File: config.mk
export PLATFORM = sky130hd
export DESIGN_NAME = alu_param
export DESIGN_NICKNAME = d
export VERILOG_FILES = /design/src/rtl/alu_param.sv
export SDC_FILE = /design/constraint.sdc
export NUM_CORES = 1
export LEC_CHECK = 0
export CORE_ASPECT_RATIO = 0.6
export CORE_MARGIN = 10
export CORE_UTILIZATION = 60
export DETAILED_ROUTE_END_ITERATION = 16
export MAX_ROUTING_LAYER = met4
export PLACE_DENSITY = 0.84
export SKIP_CTS_REPAIR_TIMING = 1
export SYNTH_ARGS = -nofsm -noshare
export SYNTH_HDL_FRONTEND = slang
export SYNTH_SLANG_ARGS = --single-unit
File: constraint.sdc
create_clock -name clk -period 3.97 [get_ports clk]
set_clock_uncertainty 0.1 [all_clocks]
set_input_delay 0.9925 -clock clk [delete_from_list [all_inputs] [get_ports clk]]
set_output_delay 0.9925 -clock clk [all_outputs]
set_load 0.02 [all_outputs]
File: src/rtl/alu_param.sv
// Parametrised sequential ALU: add, sub, radix-4 Booth multiply and
// non-restoring divide, with operands and results streamed over shared buses.
module alu_param #(
    parameter int WIDTH = 8,
    parameter int CNT_W = $clog2(WIDTH) + 1
) (
    input  logic             clk,
    input  logic             reset,
    input  logic             BEGIN,
    input  logic [1:0]       op_code,
    input  logic [WIDTH-1:0] inbus,
    output logic [WIDTH-1:0] outbus,
    output logic             out_valid,
    output logic             END,
    output logic             busy,
    output logic             ovf
);

    localparam int AW = WIDTH + 2;

    localparam logic [1:0] OP_ADD = 2'b00;
    localparam logic [1:0] OP_SUB = 2'b01;
    localparam logic [1:0] OP_MUL = 2'b10;
    localparam logic [1:0] OP_DIV = 2'b11;

    // Word 0 is captured on the accepting IDLE cycle, so LOAD0 is never entered.
    typedef enum logic [3:0] {
        IDLE, LOAD0, LOAD1, LOAD2, CHECK, ITER, CORR, OUT_HI, OUT_LO
    } state_t;

    state_t           state, state_nx;
    logic [AW-1:0]    a;
    logic [WIDTH-1:0] q;
    logic             q_m1;
    logic [WIDTH-1:0] m;
    logic [CNT_W-1:0] cnt;
    logic [1:0]       op;
    logic             ovf_q;

    logic [AW-1:0]    m_s, m_u, booth, a_sh, add_x, add_y, sum;
    logic [CNT_W-1:0] cnt_nx;
    logic             exc, as_ovf, m_sign;

    assign m_s    = {{2{m[WIDTH-1]}}, m};
    assign m_u    = {2'b00, m};
    assign a_sh   = {a[AW-2:0], q[WIDTH-1]};
    assign cnt_nx = cnt + 1'b1;
    assign exc    = (m == '0) || (a[WIDTH-1:0] >= m);
    assign m_sign = op[0] ? ~m[WIDTH-1] : m[WIDTH-1];
    assign as_ovf = (a[WIDTH-1] == m_sign) && (sum[WIDTH-1] != a[WIDTH-1]);

    // Booth recoding of the low multiplier pair plus the guard bit
    always_comb begin
        booth = '0;
        case ({q[1:0], q_m1})
            3'b001, 3'b010: booth = m_s;
            3'b011:         booth = m_s << 1;
            3'b100:         booth = -(m_s << 1);
            3'b101, 3'b110: booth = -m_s;
            default:        booth = '0;
        endcase
    end

    // Shared WIDTH+2 adder, operands steered by state and operation
    always_comb begin
        add_x = a;
        add_y = (op == OP_SUB) ? -m_s : m_s;
        if (state == ITER && op == OP_MUL) begin
            add_y = booth;
        end else if ((state == ITER || state == CHECK) && op == OP_DIV) begin
            add_x = a_sh;
            add_y = a[AW-1] ? m_u : -m_u;
        end else if (state == CORR) begin
            add_y = m_u;
        end
        sum = add_x + add_y;
    end

    // State register
    always_ff @(posedge clk or negedge reset) begin
        if (!reset) state <= IDLE;
        else        state <= state_nx;
    end

    // Next-state logic and result bus drive
    always_comb begin
        state_nx  = state;
        outbus    = '0;
        out_valid = 1'b0;
        END       = 1'b0;
        busy      = (state != IDLE);
        ovf       = ovf_q;
        case (state)
            IDLE:   if (BEGIN) state_nx = LOAD1;
            LOAD1:  state_nx = (op == OP_DIV) ? LOAD2 : ITER;
            LOAD2:  state_nx = CHECK;
            CHECK: begin
                if (exc) begin
                    state_nx  = OUT_LO;
                    outbus    = a[WIDTH-1:0];
                    out_valid = 1'b1;
                    ovf       = 1'b1;
                end else begin
                    state_nx = ITER;
                end
            end
            ITER: begin
                if (op == OP_MUL) begin
                    if (cnt_nx == CNT_W'(WIDTH / 2)) state_nx = OUT_HI;
                end else if (op == OP_DIV) begin
                    if (cnt_nx == CNT_W'(WIDTH)) state_nx = CORR;
                end else begin
                    state_nx = OUT_HI;
                end
            end
            CORR:   state_nx = OUT_HI;
            OUT_HI: begin
                state_nx  = op[1] ? OUT_LO : IDLE;
                outbus    = a[WIDTH-1:0];
                out_valid = 1'b1;
                END       = ~op[1];
            end
            OUT_LO: begin
                state_nx  = IDLE;
                outbus    = q;
                out_valid = 1'b1;
                END       = 1'b1;
            end
            default: state_nx = IDLE;
        endcase
    end

    // Datapath registers: operand load, iteration and correction
    always_ff @(posedge clk or negedge reset) begin
        if (!reset) begin
            a     <= '0;
            q     <= '0;
            q_m1  <= 1'b0;
            m     <= '0;
            cnt   <= '0;
            op    <= '0;
            ovf_q <= 1'b0;
        end else begin
            case (state)
                IDLE: begin
                    if (BEGIN) begin
                        op    <= op_code;
                        cnt   <= '0;
                        ovf_q <= 1'b0;
                        q_m1  <= 1'b0;
                        if (op_code == OP_MUL) begin
                            q <= inbus;
                            a <= '0;
                        end else if (op_code == OP_DIV) begin
                            a <= {2'b00, inbus};
                        end else begin
                            a <= {{2{inbus[WIDTH-1]}}, inbus};
                        end
                    end
                end
                LOAD1: begin
                    if (op == OP_DIV) q <= inbus;
                    else              m <= inbus;
                end
                LOAD2: m <= inbus;
                CHECK: begin
                    if (exc) begin
                        ovf_q <= 1'b1;
                        q     <= '1;
                    end else begin
                        a   <= sum;
                        q   <= {q[WIDTH-2:0], ~sum[AW-1]};
                        cnt <= cnt_nx;
                    end
                end
                ITER: begin
                    if (op == OP_MUL) begin
                        a    <= {{2{sum[AW-1]}}, sum[AW-1:2]};
                        q    <= {sum[1:0], q[WIDTH-1:2]};
                        q_m1 <= q[1];
                        cnt  <= cnt_nx;
                    end else if (op == OP_DIV) begin
                        a   <= sum;
                        q   <= {q[WIDTH-2:0], ~sum[AW-1]};
                        cnt <= cnt_nx;
                    end else begin
                        a     <= sum;
                        ovf_q <= as_ovf;
                    end
                end
                CORR: if (a[AW-1]) a <= sum;
                default: ;
            endcase
        end
    end

endmodule

==> results of run 1 <==
-- cell families after synthesis --
group                    Yosys count
AO/OA/AOI/OAI                    158
XOR/XNOR                          21
adder cells (fa/ha/maj)           20
buffers and inverters             48
flip-flops                        38
multiplexers                      25
AND/OR/NAND/NOR                  171
-- routing by layer --
layer | track usage | wire length, µm
met4 | 0.0556 | 129
met5 | - | 0
met1 | 0.369 | 5600
met2 | 0.362 | 5270
met3 | 0.0712 | 1750
-- worst paths after layout --
path,cells after the start,slack (ns),endpoint,start
setup / recovery,13,0.03,ovf_q,state[2]
hold / removal,1,0.39,state[1],state[3]
setup reg to reg,13,0.03,ovf_q,state[2]
hold reg to reg,1,0.39,state[1],state[3]
max in group asynchronous,1,2.45,m[0],reset
min in group asynchronous,1,0.71,m[3],reset
-- state kept, by name, indices dropped and copies added, names as in the netlist --
signal	flops
q	8
cnt	4
m	8
q_m1	1
op	2
ovf_q	1
state	4
a	10
-- synthesized netlist by cell type, types with 5 or more instances --
master | n | area, µm²
nand2_1 | 58 | 218
nor2_1 | 42 | 158
dfrtp_1 | 38 | 951
a21oi_1 | 34 | 170
o21ai_0 | 27 | 135
ha_1 | 19 | 238
inv_1 | 18 | 67.6
mux2_2 | 18 | 203
xnor2_1 | 17 | 149
nor3_1 | 13 | 65.1
o22ai_1 | 13 | 81.3
a211oi_1 | 12 | 90.1
buf_2 | 11 | 55.1
clkbuf_1 | 11 | 41.3
nand3_1 | 11 | 55.1
o21ai_1 | 9 | 45.0
a22o_1 | 8 | 70.1
mux2i_1 | 7 | 70.1
nor2b_1 | 7 | 43.8
a222oi_1 | 6 | 60.1
o21a_1 | 6 | 45.0
and2_1 | 5 | 31.3
or3_1 | 5 | 31.3
-- critical path: cells and delay by family, from the launching register on --
family / cells / cell delay, ns
AO/OA/AOI/OAI: 5 / 1.19
multiplexers: 2 / 0.75
AND/OR/NAND/NOR: 3 / 0.62
buffers and inverters: 2 / 0.43
flip-flops: 1 / 0.41
adder cells (fa/ha/maj): 1 / 0.31
-- metrics by stage --
stage	instances	utilization
floorplan	481	-
finish	608	0.740
detailed placement	598	0.702
global placement	598	0.702
CTS	606	0.725
global route	608	0.740
-- area by class of cell --
type / instances / area [µm²]
Multi-Input combinational cell: 395 / 2720
Fill cell: 474 / 1590
Sequential cell: 38 / 953
Timing Repair Buffer: 63 / 553
Tap cell: 84 / 105
Inverter: 20 / 75.1
Clock buffer: 5 / 68.8
Clock inverter: 3 / 68.8
==> summary.txt, run 1 <==
# port buffers = 24
adder-cell share of the synthesized area = 0.0673
Setup crit end kind = flop
critical path type = reg2reg
Initial Util = 0.624
asr flop ratio synth = 1.00
ant diodes = 0
cells along the critical path = or3b_1, buf_4, nor2_1, buf_4, mux2_2, ha_1, a21oi_1, o22ai_4, o21a_1, a211oi_2, mux2i_2, a2bb2oi_2, nor2_1
H-tree Lvls = 2
Post-synth EDFFs = 0
DRT Pass-1 Iters = 6
Post-Synth Simple-Gate Area = 0.224
vias = 4068
vias in the first global route = 3728
Residual DRC = 0
Syn-to-layout area delta = 18.7%
drt via density = 6.69
HP Class = reg2reg
root buf cell = clkbuf_8
CTS Buf Count = 5
Slew headroom = 0.232
Max stage delay on crit path = 0.41 ns
Final period util = 0.991
most common cell after layout, fill and taps aside = nand2_1
clk buf depth = 2
Gate Count Post-Synth = 481
Netlist cell types = 70
clock sink count = 38
cell area after placement = 4310 µm²
Iter 0 DRT Violations = 741
Fin Hold WS = 0.386 ns
Final HPWL DP = 9630 µm
fin. max-slew vios = 0
pre-CTS setup slack = 0.0209 ns
pin count of the biggest net entering global routing = 39
multiplexer share of the synthesized area = 0.0713
startpoint types = flop
setup slack after layout = 0.0338 ns
Final Cell Area = 4540 µm²
fraction of layout cells with a size suffix above 1 = 0.197
overall die area = 10100 µm²
Max FO, Critical Path = 20
Seq/Total Area, Yosys = 0.248
syn nets = 514
Cell Area, Synth = 3830 µm²
grt ovf = 0
largest family of logic cells by synthesized area = compound AO/OA/AOI/OAI gates
clock slew at reported path FFs = 0.09 ns
number of I/O pins = 25
Detail Route Antenna Nets = 0
Synth Area in Compound Gates = 0.284
max_cap viols = 0
Worst Path Required = 4.07 ns
clock insertion delay at the later pin of the skew report = 0.30 ns
Cell Rows = 22
gpl congestion = 0.969
Die Wd = 123 µm
CP max-delay cell = dfrtp_1
Post-Synth XOR/XNOR Area = 0.0500
Final Hold Fails = 0
final setup fails = 0
synth warn = 0
outcome = complete, no violations
Worst EP arrival = 4.03 ns
Final Net Count = 556
initial antenna violation count = 0
Mapped Avg Cell Area = 7.96 µm²
minimum clock period = 3.94 ns
Primary FF master, synth = dfrtp_1
worst-margin pin slew = 1.15 ns
total track usage = 0.262
Synth Register Bits = 38
die height = 81.9 µm
core area = 6140 µm²
total wire length = 12700 µm
most frequent cells in the layout = nand2_1 (58), nor2_1 (42), buf_4 (39)
average routed wire per standard cell = 20.9 µm
CTS tree = built
first-pass GRT wire length = 20300 µm
maximum clock frequency = 0.254 GHz
TNS Setup = 0 ns
Power of run 1 is left out: the tool's default activity adds up to more than one toggle a clock period on the data nets, which glitch-free logic cannot reach.
==> run 2: changes to the inputs <==
CAP_MARGIN = 15   (was not set)
==> results of run 2 <==
The final DEF is identical to that of run 1; final timing and power are the same.
Power of run 2 is left out for the same reason.
